$ cat config.mk
export PLATFORM = sky130hd
export DESIGN_NAME = led_arbiter
export DESIGN_NICKNAME = d
export VERILOG_FILES = /design/src/rtl/led_arbiter.sv
export SDC_FILE = /design/constraint.sdc
export NUM_CORES = 1
export LEC_CHECK = 0
export CAP_MARGIN = 5
export CELL_PAD_IN_SITES_DETAIL_PLACEMENT = 1
export CELL_PAD_IN_SITES_GLOBAL_PLACEMENT = 1
export CORE_MARGIN = 5
export CORE_UTILIZATION = 40
export DETAILED_ROUTE_END_ITERATION = 8
export GPL_ROUTABILITY_DRIVEN = 0
export PLACE_DENSITY_LB_ADDON = 0.08
export SYNTH_ARGS = -nofsm -noshare
export SYNTH_HDL_FRONTEND = slang
export SYNTH_SLANG_ARGS = --single-unit
$ cat constraint.sdc
create_clock -name clk -period 4.5 [get_ports clk]
set_input_delay 0.9 -clock clk [delete_from_list [all_inputs] [get_ports clk]]
set_output_delay 0.9 -clock clk [all_outputs]
set_load 0.05 [all_outputs]
$ cat src/rtl/led_arbiter.sv
// rtl/led_arbiter.sv - four-requester grant arbiter for the LED/switch datapath
//
// Purpose:
//   Treats sw[3:0] as request lines and grants one requester at a time for a
//   hold window of HOLD_CYCLES clocks. Ordering is round-robin or fixed
//   priority, where the lowest index wins. Every grant is followed by one dead
//   GAP cycle and then one IDLE evaluation cycle.
//
// Ports:
//   clk   - sole clock, rising edge
//   rst   - asynchronous active-high reset
//   btn   - btn[0] early release; btn[4:1] unused
//   sw    - sw[3:0] requests, sw[4] mode (1 = fixed), sw[7] enable; sw[6:5] unused
//   ledr  - [3:0] one-hot grant, [5:4] grant index, [6] grant valid,
//           [7] busy, [11:8] synchronized requests, [15:12] grant count mod 16

module led_arbiter #(
  parameter int unsigned HOLD_CYCLES = 32'd5000000
) (
  input  logic        clk,
  input  logic        rst,
  input  logic [4:0]  btn,
  input  logic [7:0]  sw,
  output logic [15:0] ledr
);

  typedef enum logic [1:0] {
    ST_IDLE  = 2'd0,
    ST_GRANT = 2'd1,
    ST_GAP   = 2'd2
  } state_t;

  // Loaded on grant start; the grant ends on the cycle this reaches zero.
  localparam logic [31:0] HOLD_LOAD = 32'(HOLD_CYCLES - 1);

  // Synchronized bit layout: [6] enable, [5] mode, [4:1] requests, [0] release.
  logic [6:0]  r_sync1;
  logic [6:0]  r_sync2;
  logic        r_rel_q;

  state_t      r_state;
  state_t      w_state_nxt;
  logic [1:0]  r_owner;
  logic [1:0]  r_ptr;
  logic [31:0] r_hold_cnt;
  logic [3:0]  r_gcount;

  logic        w_en_s;
  logic        w_mode_s;
  logic [3:0]  w_req_s;
  logic        w_rel_s;
  logic        w_rel_edge;
  logic        w_start;
  logic        w_stop;
  logic [1:0]  w_base;
  logic [1:0]  w_winner;
  logic        w_found;

  logic [3:0]  w_grant_oh;
  logic [1:0]  w_grant_idx;
  logic        w_grant_vld;
  logic        w_busy;

  logic        w_unused;
  assign w_unused = &{1'b0, btn[4:1], sw[6:5]};

  // Input synchronizers and release edge detector.
  always_ff @(posedge clk or posedge rst) begin
    if (rst) begin
      r_sync1 <= '0;
      r_sync2 <= '0;
      r_rel_q <= 1'b0;
    end else begin
      r_sync1 <= {sw[7], sw[4], sw[3:0], btn[0]};
      r_sync2 <= r_sync1;
      r_rel_q <= w_rel_s;
    end
  end

  assign w_en_s     = r_sync2[6];
  assign w_mode_s   = r_sync2[5];
  assign w_req_s    = r_sync2[4:1];
  assign w_rel_s    = r_sync2[0];
  assign w_rel_edge = w_rel_s & ~r_rel_q;

  assign w_start = w_en_s & (|w_req_s);
  assign w_stop  = (r_hold_cnt == 32'd0) | ~w_req_s[r_owner] | ~w_en_s | w_rel_edge;

  // Fixed priority is a scan that always starts at index 0; round-robin starts at ptr.
  assign w_base = w_mode_s ? 2'd0 : r_ptr;

  always_comb begin
    w_winner = 2'd0;
    w_found  = 1'b0;
    for (int k = 0; k < 4; k++) begin
      if (!w_found && w_req_s[w_base + 2'(k)]) begin
        w_winner = w_base + 2'(k);
        w_found  = 1'b1;
      end
    end
  end

  // State register.
  always_ff @(posedge clk or posedge rst) begin
    if (rst) begin
      r_state <= ST_IDLE;
    end else begin
      r_state <= w_state_nxt;
    end
  end

  // Next-state logic.
  always_comb begin
    w_state_nxt = r_state;
    case (r_state)
      ST_IDLE:  if (w_start) w_state_nxt = ST_GRANT;
      ST_GRANT: if (w_stop)  w_state_nxt = ST_GAP;
      ST_GAP:   w_state_nxt = ST_IDLE;
      default:  w_state_nxt = ST_IDLE;
    endcase
  end

  // Grant bookkeeping.
  always_ff @(posedge clk or posedge rst) begin
    if (rst) begin
      r_owner    <= 2'd0;
      r_ptr      <= 2'd0;
      r_hold_cnt <= 32'd0;
      r_gcount   <= 4'd0;
    end else if (r_state == ST_IDLE && w_start) begin
      r_owner    <= w_winner;
      r_ptr      <= w_winner + 2'd1;
      r_hold_cnt <= HOLD_LOAD;
      r_gcount   <= r_gcount + 4'd1;
    end else if (r_state == ST_GRANT && !w_stop) begin
      r_hold_cnt <= r_hold_cnt - 32'd1;
    end
  end

  // Output decode.
  always_comb begin
    w_grant_oh  = 4'b0000;
    w_grant_idx = 2'd0;
    w_grant_vld = 1'b0;
    w_busy      = (r_state != ST_IDLE);
    if (r_state == ST_GRANT) begin
      w_grant_oh  = 4'b0001 << r_owner;
      w_grant_idx = r_owner;
      w_grant_vld = 1'b1;
    end
  end

  assign ledr = {r_gcount, w_req_s, w_busy, w_grant_vld, w_grant_idx, w_grant_oh};

endmodule

==> results.txt <==
- The floorplan step defined a die boundary enclosing 0.00871 mm^2.
* Number of placed I/O pins: 31
- STA classifies the critical path startpoint as a flop.
- Latest clock arrival within the worst-skew pair: 330 ps
* Maximum number of pins on one net before global-route repair: 33
* Number of antenna violations at the first check in global routing: 0
- Status: finished, final reports clean
* Number of hold-slack violations in the final timing report: 0
- The worst setup path is of the reg -> out kind.
- Hold timing on the final database bottoms out at a slack of 346 ps.
- Using the TritonRoute via totals, the vias-per-cell ratio works out to 5.13.
- Detailed placement finished with a half-perimeter wire length of 3930 um.
* Logic depth of the worst register-to-register path: 6
- Number of antenna-violating nets in the routed design: 0
- Antenna diode count: 0
- In the global route stage, met1 resource usage came out at 18.8%.
* Clk pwr share: 28.9%
* Sequential fraction of the synthesis area: 51.3%
- Sequential cell fraction of total power: 39.9%
- Setup repair after global routing missed its margin: false
- Post-synth top flop: sky130_fd_sc_hd__dfrtp_1
- The endpoint identified for the worst register-to-register timing path is r_hold_cnt[7].
- Origin of the critical flop-to-flop path: r_hold_cnt[14]
- After detailed routing, the number of remaining DRC violations is 0.
- Placeable Area: 0.00679 mm^2
- Grt met3 use: 4.67%
- Fraction of final layout cells sized beyond drive strength 1: 11.4%
- For the worst setup path, the data required time is 3600 ps.
- Total clock buffers created by CTS: 9
- Number of nets in the final layout: 310
- Detailed-route via count: 2,016
- Fraction of synthesis flops using an asynchronous set or reset pin: 100%
- Leading post-synthesis cells by cell area: sky130_fd_sc_hd__dfrtp_1, sky130_fd_sc_hd__xnor2_1, sky130_fd_sc_hd__nor2_1
* Setup Buffers After CTS: 0
- Switching pwr: 0.595 mW
- Area added between synthesis and finish: 17.6%
- Mapped Avg Cell Area: 10.3 um^2
* Transition at the pin with the smallest max-transition slack: 1010 ps
- For this design the ratio of total power to cell area is 499 mW/mm^2.
* Cts hold-fix bufs: 0
- After floorplanning, the core was divided into 30 placement rows.
- Count of flip-flops with a built-in enable after synthesis: 0
- Summed over its instances, the top area cell type makes up 51.3% of the synthesized netlist area.
- The worst hold path belongs to the class reg -> reg.
* Synthesized area: 0.00278 mm^2
* Multi-input combinational cell area: 0.00124 mm^2
- Most frequently used cell type in the post-synthesis netlist: sky130_fd_sc_hd__dfrtp_1
* Worst clock skew on the final layout: 6.03 ps
- Tightest slew margin relative to the limit: 32.5%
- Comb power frac: 31.2%
- Arrival time at the worst endpoint: 2200 ps
* # Max-Cap Violations: 0
- Number of global-route vias before repair: 2,097
- The worst setup path is captured at an output pin.
* Max-slew violation total from the final report: 0
- Clock period minus worst slack: 3100 ps
- Counting along the longest clock path gives a buffer depth of 2.
- Clock tree synthesis found a total of 57 sinks.
* Register Area: 0.00143 mm^2
* Post_cts resized: 0
- The Yosys step of the flow raised 0 warnings.
* Wire length of the first global-routing pass: 10,100 um
* DIE HEIGHT: 93.4 um
- Core occupancy in the finished layout: 48.1%
* Root Buffer: sky130_fd_sc_hd__clkbuf_8
- Int Power: 1.03 mW
* Highest achievable clock rate: 323 MHz
* Number of buffers added on ports: 24
* CP endpoint: ledr[1]
- Setup violations remaining at the end of the flow were counted as 0.
- Most Crowded Layer GR: met2
* Slack of the worst reg-to-reg path: 1720 ps
* Synth cell count leaders: sky130_fd_sc_hd__dfrtp_1, sky130_fd_sc_hd__nor2_1, sky130_fd_sc_hd__nand2_1
* Met2 Use GR: 24.1%
- 1st-pass router iterations: 4
- Period utilisation layout: 68.8%
- Net switching is 36.5% of the power.
- Clock-pin slew was measured on the worst setup and hold paths at 60 ps.
* Starting utilization of the core area: 40.9%
- The most critical setup path has its startpoint at r_state[1].
- TritonCTS built the clock tree.
- Max Fanout on Critical Path: 8
- From left edge to right edge, the die measures 93.4 um.
* Startpoint of the most critical hold path: r_sync1[1]
- Library cells used by synthesis: 45
* Static leakage: 1.27 nW
- After global routing the overflow that remains totals 0.
- Synth Instances: 271
* Number of levels the H-tree was split into: 3
- Setup TNS Final: 0 ps
* Net count after synthesis: 288
* Cell count after placement: 378
* Total wire length after detailed routing: 5730 um
* Flip-flop and latch count after synthesis: 57
- Number of DRC violations after detailed-routing iteration 0: 40
- Number of fill cells: 741
- For this run, the total global-route usage over all layers was measured as 14.9%.
- Cell type contributing the most total cell area after synthesis: sky130_fd_sc_hd__dfrtp_1
- Final standard cell count with taps included and fillers excluded: 393
* Avg WL per Cell: 14.6 um
- Max rail drop VDD: 0.294 mV
-- cells by family after synthesis --
| logic type | synth area share [%] |
|---|---|
| flops | 51.3 |
| buf+inv | 4.46 |
| compound gates | 9.86 |
| fa+ha+maj | 0.900 |
| simple gates | 24.1 |
| xor+xnor | 8.51 |
| mux | 0.810 |
-- critical path: stages (launching register included) --
cell	delay [ps]
sky130_fd_sc_hd__dfrtp_1	380
sky130_fd_sc_hd__nor2b_1	350
sky130_fd_sc_hd__and2_1	200
sky130_fd_sc_hd__nor2b_1	130
sky130_fd_sc_hd__clkdlybuf4s50_1	810
-- cell type report --
type	instances	share of cell area [%]
multi-input combinational	190	37.8
timing repair buffer	26	7.81
inverter	9	1.03
clock inverter	3	1.23
sequential	57	43.7
tap	96	3.68
clock buffer	12	4.75
-- stage by stage --
step           area, um^2  worst slack [ps]  power [mW]
5_1_grt              3270              1230        1.73
2_1_floorplan        2780              1710        1.03
6_report             3270              1400        1.63
3_3_place_gp         3070              1750        1.16
3_5_place_dp         3070              1720        1.18
4_1_cts              3270              1360        1.66
-- registers in the layout, summed over array words and instances (netlist names) --
signal,flops
r_sync1,7
r_gcount,4
r_hold_cnt,32
r_ptr,2
r_owner,2
r_rel_q,1
r_sync2,7
r_state,2
-- power by group through the flow --
stage	logic, mW	registers, mW	clock network, mW
after detailed placement	0.516	0.659	0
final	0.508	0.650	0.471
after global routing	0.552	0.660	0.516
after CTS	0.517	0.650	0.493
after floorplan	0.340	0.686	0
after global placement	0.509	0.654	0
-- cells in the final DEF (no fill, tap or decap), drive strengths merged, types with 2 or more instances in the layout --
master	Yosys	final
dfrtp	57	57
nor2	27	27
nand2	24	24
clkdlybuf4s50	0	24
xnor2	20	20
nor3	17	17
o21ai	16	16
clkbuf	8	12
a21oi	11	11
inv	9	9
or3	9	9
xor2	7	7
nor4	7	7
nand3	6	6
nand2b	5	5
nor2b	5	5
or4	5	5
nand4	3	3
and2	3	3
and3	3	3
o311ai	3	3
and4	2	2
ha	2	2
clkinv	0	2
buf	7	2
-- layer usage --
layer  vias up  part of all wire, %  wire length (um)
li1        986                    -                 -
met4         0                  1.1                62
met3         7                  3.5               201
met5         -                    0                 0
met1      1001                   47              2720
met2        22                   48              2750
-- how the worst min path moves through the flow --
| stage | to | cells after the start |
|---|---|---|
| after floorplan | r_sync2[0] | 0 |
| after global placement | r_sync2[4] | 0 |
| after detailed placement | r_sync2[3] | 0 |
| after CTS | r_sync2[3] | 0 |
| after global routing | r_sync2[1] | 0 |
| final | r_sync2[1] | 0 |
Note: power is estimated with default switching activity, not from simulation.
